File: src/rtl/vga_timing_pkg.sv
// vga_timing_pkg
//   Shared timing defaults for the VGA porch regenerator: standard 640x480 totals,
//   active sizes and porches, the position counter width and the colour channel width.
//   Also provides the pos_t counter type and an inclusive window compare helper.
package vga_timing_pkg;

    localparam int unsigned CNT_W   = 10;
    localparam int unsigned VIDEO_W = 3;

    localparam int unsigned H_TOTAL  = 800;
    localparam int unsigned V_TOTAL  = 525;
    localparam int unsigned H_ACTIVE = 640;
    localparam int unsigned V_ACTIVE = 480;
    localparam int unsigned H_FRONT  = 16;
    localparam int unsigned H_BACK   = 48;
    localparam int unsigned V_FRONT  = 10;
    localparam int unsigned V_BACK   = 33;

    typedef logic [CNT_W-1:0] pos_t;

    // Unsigned inclusive range test on counter positions.
    function automatic logic in_window(input pos_t pos, input pos_t lo, input pos_t hi);
        return (pos >= lo) && (pos <= hi);
    endfunction

endpackage

File: src/rtl/vga_delay_line.sv
// vga_delay_line
//   STAGES-deep, WIDTH-bit register pipe with asynchronous active-low clear.
//   Ports:
//     clk    - clock
//     rst_n  - asynchronous active-low clear of every stage
//     d      - pipe input
//     q      - output of the last stage (d delayed by STAGES cycles)
module vga_delay_line #(
    parameter int unsigned STAGES = 2,
    parameter int unsigned WIDTH  = 9
) (
    input  logic             clk,
    input  logic             rst_n,
    input  logic [WIDTH-1:0] d,
    output logic [WIDTH-1:0] q
);

    logic [WIDTH-1:0] pipe_q [STAGES];

    always_ff @(posedge clk or negedge rst_n) begin
        if (!rst_n) begin
            for (int i = 0; i < STAGES; i++) begin
                pipe_q[i] <= '0;
            end
        end else begin
            pipe_q[0] <= d;
            for (int i = 1; i < STAGES; i++) begin
                pipe_q[i] <= pipe_q[i-1];
            end
        end
    end

    assign q = pipe_q[STAGES-1];

endmodule

File: src/rtl/vga_sync_porch.sv
// vga_sync_porch
//   Rebuilds connector-ready active-low HSync/VSync (with front/back porch) from the
//   upstream generator's active-region flags, keeping RGB pixel-aligned. Two-stage
//   pipeline: stage 1 tracks position and registers video, stage 2 registers the sync
//   compares and the output video. Fixed latency of 2 cycles from i_* to o_*.
//   Ports:
//     i_Clk, i_Rst_L            - pixel clock, asynchronous active-low reset
//     i_HSync, i_VSync          - upstream flags, high while column/row is active
//     i_Red/Grn/Blu_Video       - colour aligned with the upstream flags
//     o_HSync, o_VSync          - active-low sync pulses for the connector
//     o_Red/Grn/Blu_Video       - colour delayed to match the syncs
//     o_Locked                  - high once a frame start has been captured
//   Build option: define VGA_PORCH_BLANK_EN to force output video to 0 outside the
//   active area; otherwise delayed video passes through in all regions.
module vga_sync_porch
    import vga_timing_pkg::*;
#(
    parameter int unsigned TOTAL_COLS       = H_TOTAL,
    parameter int unsigned TOTAL_ROWS       = V_TOTAL,
    parameter int unsigned ACTIVE_COLS      = H_ACTIVE,
    parameter int unsigned ACTIVE_ROWS      = V_ACTIVE,
    parameter int unsigned FRONT_PORCH_HORZ = H_FRONT,
    parameter int unsigned BACK_PORCH_HORZ  = H_BACK,
    parameter int unsigned FRONT_PORCH_VERT = V_FRONT,
    parameter int unsigned BACK_PORCH_VERT  = V_BACK,
    parameter int unsigned VIDEO_WIDTH      = VIDEO_W
) (
    input  logic                   i_Clk,
    input  logic                   i_Rst_L,
    input  logic                   i_HSync,
    input  logic                   i_VSync,
    input  logic [VIDEO_WIDTH-1:0] i_Red_Video,
    input  logic [VIDEO_WIDTH-1:0] i_Grn_Video,
    input  logic [VIDEO_WIDTH-1:0] i_Blu_Video,
    output logic                   o_HSync,
    output logic                   o_VSync,
    output logic [VIDEO_WIDTH-1:0] o_Red_Video,
    output logic [VIDEO_WIDTH-1:0] o_Grn_Video,
    output logic [VIDEO_WIDTH-1:0] o_Blu_Video,
    output logic                   o_Locked
);

    if (ACTIVE_COLS + FRONT_PORCH_HORZ + BACK_PORCH_HORZ >= TOTAL_COLS) begin : g_bad_horz
        $error("vga_sync_porch: ACTIVE_COLS + porches must be less than TOTAL_COLS");
    end
    if (ACTIVE_ROWS + FRONT_PORCH_VERT + BACK_PORCH_VERT >= TOTAL_ROWS) begin : g_bad_vert
        $error("vga_sync_porch: ACTIVE_ROWS + porches must be less than TOTAL_ROWS");
    end
    if (TOTAL_COLS > 2 ** CNT_W || TOTAL_ROWS > 2 ** CNT_W) begin : g_bad_width
        $error("vga_sync_porch: totals do not fit the position counters");
    end

    localparam int unsigned RGB_W = 3 * VIDEO_WIDTH;

    localparam pos_t COL_LAST = pos_t'(TOTAL_COLS - 1);
    localparam pos_t ROW_LAST = pos_t'(TOTAL_ROWS - 1);
    localparam pos_t HS_FIRST = pos_t'(ACTIVE_COLS + FRONT_PORCH_HORZ);
    localparam pos_t HS_LAST  = pos_t'(TOTAL_COLS - BACK_PORCH_HORZ - 1);
    localparam pos_t VS_FIRST = pos_t'(ACTIVE_ROWS + FRONT_PORCH_VERT);
    localparam pos_t VS_LAST  = pos_t'(TOTAL_ROWS - BACK_PORCH_VERT - 1);

    // Stage 1: position of the sample captured at the same edge.
    logic vsync_prev_q;
    logic locked1_q, locked1_d;
    pos_t col_q, col_d;
    pos_t row_q, row_d;
    logic frame_start;
    logic [RGB_W-1:0] rgb_s1;

    // Stage 2: connector-facing registers.
    logic             hsync_q, hsync_d;
    logic             vsync_q, vsync_d;
    logic             locked2_q;
    logic [RGB_W-1:0] rgb_q, rgb_d;

    // Rising edge of the row flag while the column flag is set: upstream col 0, row 0.
    assign frame_start = i_HSync & i_VSync & ~vsync_prev_q;

    always_comb begin
        col_d     = col_q;
        row_d     = row_q;
        locked1_d = locked1_q;
        if (frame_start) begin
            // Reload wins over a coincident natural wrap; both land on 0/0.
            col_d     = '0;
            row_d     = '0;
            locked1_d = 1'b1;
        end else if (locked1_q) begin
            if (col_q == COL_LAST) begin
                col_d = '0;
                row_d = (row_q == ROW_LAST) ? '0 : row_q + pos_t'(1);
            end else begin
                col_d = col_q + pos_t'(1);
            end
        end
    end

    always_ff @(posedge i_Clk or negedge i_Rst_L) begin
        if (!i_Rst_L) begin
            vsync_prev_q <= 1'b0;
            locked1_q    <= 1'b0;
            col_q        <= '0;
            row_q        <= '0;
        end else begin
            vsync_prev_q <= i_VSync;
            locked1_q    <= locked1_d;
            col_q        <= col_d;
            row_q        <= row_d;
        end
    end

    vga_delay_line #(
        .STAGES (1),
        .WIDTH  (RGB_W)
    ) u_rgb_stage1 (
        .clk   (i_Clk),
        .rst_n (i_Rst_L),
        .d     ({i_Red_Video, i_Grn_Video, i_Blu_Video}),
        .q     (rgb_s1)
    );

    always_comb begin
        hsync_d = ~(locked1_q & in_window(col_q, HS_FIRST, HS_LAST));
        vsync_d = ~(locked1_q & in_window(row_q, VS_FIRST, VS_LAST));
        rgb_d   = locked1_q ? rgb_s1 : '0;
`ifdef VGA_PORCH_BLANK_EN
        if (col_q >= pos_t'(ACTIVE_COLS) || row_q >= pos_t'(ACTIVE_ROWS)) begin
            rgb_d = '0;
        end
`endif
    end

    always_ff @(posedge i_Clk or negedge i_Rst_L) begin
        if (!i_Rst_L) begin
            hsync_q   <= 1'b1;
            vsync_q   <= 1'b1;
            locked2_q <= 1'b0;
            rgb_q     <= '0;
        end else begin
            hsync_q   <= hsync_d;
            vsync_q   <= vsync_d;
            locked2_q <= locked1_q;
            rgb_q     <= rgb_d;
        end
    end

    assign o_HSync     = hsync_q;
    assign o_VSync     = vsync_q;
    assign o_Locked    = locked2_q;
    assign o_Red_Video = rgb_q[3*VIDEO_WIDTH-1:2*VIDEO_WIDTH];
    assign o_Grn_Video = rgb_q[2*VIDEO_WIDTH-1:VIDEO_WIDTH];
    assign o_Blu_Video = rgb_q[VIDEO_WIDTH-1:0];

endmodule

File: config.mk
export PLATFORM = sky130hd
export DESIGN_NAME = vga_sync_porch
export DESIGN_NICKNAME = d
export VERILOG_FILES = /design/src/rtl/vga_timing_pkg.sv /design/src/rtl/vga_delay_line.sv /design/src/rtl/vga_sync_porch.sv
export SDC_FILE = /design/constraint.sdc
export NUM_CORES = 1
export LEC_CHECK = 0
export CAP_MARGIN = 0
export CORE_MARGIN = 4
export CORE_UTILIZATION = 60
export CTS_BUF_LIST = sky130_fd_sc_hd__clkbuf_8
export CTS_CLUSTER_DIAMETER = 200
export DETAILED_ROUTE_END_ITERATION = 7
export PLACE_DENSITY = 0.83
export SETUP_SLACK_MARGIN = 0.2
export SKIP_CTS_REPAIR_TIMING = 1
export SLEW_MARGIN = 20
export SYNTH_ARGS = -nofsm -noshare
export SYNTH_HDL_FRONTEND = slang
export SYNTH_SLANG_ARGS = --single-unit
File: constraint.sdc
create_clock -name i_Clk -period 3.3 [get_ports i_Clk]
set_clock_uncertainty 0.15 [all_clocks]
set_input_delay 0.66 -clock i_Clk [delete_from_list [all_inputs] [get_ports i_Clk]]
set_output_delay 0.66 -clock i_Clk [all_outputs]
set_load 0.005 [all_outputs]
After elaboration in Yosys (flattened, before gate mapping)
Cells that the tools add are included.

Register bits: 43. Output and inout bits: 12. Word-level logic and storage cells: 37.

$add $sub $neg: 2. Order comparisons: 4. Equal/unequal tests: 2. Muxes and demuxes: 8. Bitwise gates (word level): 7. Reductions and logical operators: 5.

Operators with widths (number): 10-bit two-way mux (7); 10-bit by 1-bit adder with 10-bit output (second input constant) (2); 10-bit equality test (second input constant) (2); 10-bit greater-or-equal comparator (second input constant) (1); 10-bit by 9-bit greater-or-equal comparator with 1-bit output (second input constant) (1); 10-bit <= comparator (second input constant) (1); 10-bit by 9-bit <= comparator with 1-bit output (second input constant) (1); 9-bit two-way mux (1); 1-bit bitwise AND (4); 2-bit nonzero test (2); 1-bit inverter (3); 1-bit logical AND (2); 2-bit AND reduction (1).

Longest topological paths before layout
Depth in word-level cells: 5. Gate-level depth with buffers: 6.

By module
From an unflattened synthesis, not the netlist that was laid out.

Cells, all modules: 168. Area total of the unflattened synthesis: 1941.9 um^2.

By module, submodules not included: vga_sync_porch (times used 1, cells an instance 159, area an instance 1716.6 um^2); vga_delay_line (times used 1, cells an instance 9, area an instance 225.2 um^2).

Least setup slack after synthesis
OpenSTA, ideal clock, no wires.

Path kind: input-to-reg. From: in i_HSync. To: reg row_q[9]. Library setup time: 0.110 ns. Arrival: 1.618 ns. Required time: 3.040 ns. Setup slack: 1.422 ns. Cell stages on the path: 4. Path buffers: 0. Cells stage by stage: and3b_1 > a41oi_2 > nand2_1 > o41ai_1.

Word-level cells in the longest chain between the ends: 4. Elaborated cells between the ends (all ways): 6. Classes of those cells: mux (1); bitwise (2); reduce/logical (3).

Ends and longest elaborated chain: from (decl) (line vga_sync_porch.sv:30) `input logic i_HSync,`; 1-bit bitwise AND * (2 in a row) (line vga_sync_porch.sv:77) `assign frame_start = i_HSync & i_VSync & ~vsync_prev_q;`; 2-bit nonzero test (no source line); 2-bit AND reduction (no source line); to (signal assigned) (line vga_sync_porch.sv:108) `row_q <= row_d;`; to (decl) (line vga_sync_porch.sv:66) `pos_t row_q, row_d;`.

Every way passes the cells marked *; elsewhere a longest branch is shown, timed or not. A chain may end at the register's enable or synchronous reset.

Worst setup path after layout
From: in i_VSync. To: reg row_q[9].

Word-level cells in the longest chain between the ends: 4. Elaborated cells between the ends (all ways): 6. Classes of those cells: mux (1); bitwise (2); reduce/logical (3).

Ends and longest elaborated chain: from (decl) (line vga_sync_porch.sv:31) `input logic i_VSync,`; 1-bit bitwise AND * (2 in a row) (line vga_sync_porch.sv:77); 2-bit nonzero test (no source line); 2-bit AND reduction (no source line).

Marked as above.

==> summary.txt <==
Die
  • Die W: 64.3 um
  • Starting Density: 62.4%
  • Ports: 25
  • Die area: 0.00414 mm2
  • FP Rows: 20
  • Die height: 64.3 um
  • Floorplan core area: 0.00305 mm2

Drt
  • DR iter-0 viols: 146
  • Avg WL per Cell: 15.6 um
  • Via/cell ratio: 5.98
  • WL final: 3660 um
  • Router iterations before antenna repair: 4
  • Post-route ant nets: 0
  • Via total after detailed routing: 1,406
  • Residual DRC count: 0

Placement
  • Final HPWL DP: 2570 um
  • Final weighted congestion in routability-driven placement: 0.897
  • Placed cells: 227
  • Dpl cell area: 0.00216 mm2
  • Post-placement worst setup slack: 533 ps
  • Port bufs: 24

Logic synthesis
  • Post-synth EDFFs: 0
  • Post-Syn Area: 0.00190 mm2
  • Mean Syn Cell Area: 11.5 um2
  • Post-synth ARST share: 100%
  • Post-synthesis cell count: 166
  • Main synth FF type: dfrtp_1
  • Sequential share of the synthesized area: 56.6%
  • Synth Warn #: 0
  • Flops & latches, synth: 43
  • Syn Nets: 184
  • Distinct cells, synth: 44

Global route
  • Most Crowded Layer GR: met2
  • Antenna violations before repair: 0
  • Largest net degree at the start of global routing: 44
  • Routing usage on met2: 35.2%
  • Grt met3 use: 5.27%
  • First-pass GRT wire length: 6710 um
  • Total GRT Usage: 20.9%
  • Grt total ovfl: 0
  • Vias in the first global route: 1,508
  • Grt met1 use: 25.0%

Timing
  • Final slew viol count: 0
  • Fmax: 409 MHz
  • Final Critical Period: 2440 ps
  • Final Cycle Share: 74.0%
  • Worst slew margin: 39.4%
  • Setup violators final: 0
  • Hold Vio Cnt, Final: 0
  • Setup TNS: 0 ps
  • RSZ-0062 raised after global routing: no
  • Worst-Margin Slew: 909 ps
  • Final WS setup: 858 ps
  • Final hold slack: 306 ps

Layout
  • Non-Filler Instances: 235
  • Filler cells: 226
  • # diodes: 0
  • Layout cells sized above 1: 11.5%
  • # nets final: 208
  • Layout area overhead: 18.1%
  • Most frequent cells in the layout: dfrtp_1 (41), clkdlybuf4s50_1 (23), and2_1 (12)
  • Commonest non-fill, non-tap cell in the layout: dfrtp_1
  • Post-route cell area: 0.00225 mm2

Clock tree
  • Reg clk slew, reported paths: 80 ps
  • Longest Clk Path Bufs: 2
  • H-Tree Depth: 2
  • Clk sinks: 43
  • CTS tree: done
  • Worst skew pair latency: 290 ps
  • Root Buffer Master: clkbuf_8
  • Number of buffers created by CTS: 5

Setup path
  • Arrival @ worst endpoint: 2480 ps
  • Crit path kind: in -> reg
  • Max FO, Critical Path: 11
  • Data required, critical path: 3330 ps
  • Worst setup SP type: input pin
  • Crit. End Element: flop

Hold path
  • Tightest Hold Check Type: reg -> reg

Pwr
  • Internal Power: 0.000776 W
  • P_leak: 0.909 nW
  • Peak VDD IR: 0.000286 V
  • Power Dens Cells: 473 mW/mm2
  • Comb pwr share: 12.6%
  • Sequential share of power: 56.9%
  • NetSw: 0.000288 W
  • Sw Share: 27.1%
  • Clk pwr share: 30.5%

Status
  • Status: completed

Flow run
  • Max-cap violations: 0
## per-stage QoR
stage               total power, W  utilization [%]
finish                     0.00106             73.6
global placement          0.000735             70.7
CTS                        0.00107             73.6
floorplan                 0.000681                -
global route               0.00112             73.6
detailed placement        0.000749             70.7
## worst max-delay path, cell delays in order
cell and delay [ps]:
clkdlybuf4s50_1 430, and3b_1 310, a41oi_2 390, nand2_1 290, o41ai_1 390
## final timing paths
kind | endpoint | from | depth (start not counted) | slack [ps]
max | row_q[9]$_DFFE_PN0P_ | i_VSync | 5 | 860
min | rgb_q[1]$_DFF_PN0_ | u_rgb_stage1.q[1]$_DFF_PN0_ | 1 | 310
max reg2reg | row_q[9]$_DFFE_PN0P_ | locked1_q$_DFFE_PN0P_ | 4 | 990
min reg2reg | rgb_q[1]$_DFF_PN0_ | u_rgb_stage1.q[1]$_DFF_PN0_ | 1 | 310
max in group asynchronous | u_rgb_stage1.q[1]$_DFF_PN0_ | i_Rst_L | 1 | 2090
min in group asynchronous | u_rgb_stage1.q[7]$_DFF_PN0_ | i_Rst_L | 1 | 340
## flip-flops by register name, summed over array words and instances (netlist names)
register,flops
col_q,10
locked1_q,1
o_HSync,1
o_Locked,1
o_VSync,1
rgb_q,9
row_q,10
u_rgb_stage1.q,9
vsync_prev_q,1
## metal layers
metal	share of wire, %	vias to the layer above
li1	-	644
met1	42	703
met2	50	49
met3	5.8	10
met4	2.0	0
met5	0	-
## power groups by stage
stage | sequential (W) | clock, W | combinational, W
final | 0.000605 | 0.000324 | 0.000134
after floorplan | 0.000605 | 0 | 0.0000763
after global placement | 0.000611 | 0 | 0.000124
after detailed placement | 0.000615 | 0 | 0.000134
after CTS | 0.000605 | 0.000331 | 0.000135
after global routing | 0.000611 | 0.000358 | 0.000156
## cells by family (layout without fill, tap and decap cells)
family                   after synthesis  in the layout  share of synthesized area, %
AND/OR/NAND/NOR                       60             60                          19.0
flip-flops                            43             43                          56.6
AO/OA/AOI/OAI                         35             35                          14.0
buffers and inverters                 15             40                          3.42
XOR/XNOR                               8              8                          3.68
adder cells (fa/ha/maj)                5              5                          3.29
## final cells by class
class / count / area [um2] / share of cell area [%]
multi-input combinational: 108 / 761 / 33.8
timing repair buffer: 24 / 235 / 10.5
tap: 44 / 55.1 / 2.45
clock buffer: 5 / 68.8 / 3.06
inverter: 8 / 30.0 / 1.34
clock inverter: 3 / 20.0 / 0.890
sequential: 43 / 1080 / 48.0
## Yosys cell counts, drive strengths merged (2+ instances only)
master	number	share of area, %
nand2	6	1.3
a32oi	4	1.8
o31ai	5	2.0
inv	8	1.6
nand3	8	2.1
nor4	2	0.99
dfrtp	41	54
nor2	9	1.8
xor2	7	3.2
or3	2	0.72
and3	4	1.4
a21oi	2	0.53
o2111ai	4	1.8
ha	5	3.3
buf	2	0.85
clkbuf	5	0.99
dfstp	2	2.8
nand2b	4	1.3
and2	12	3.9
o211ai	11	4.3
or2	3	1.1
o21ai	5	1.3
Power figures use the tool's default switching activity.
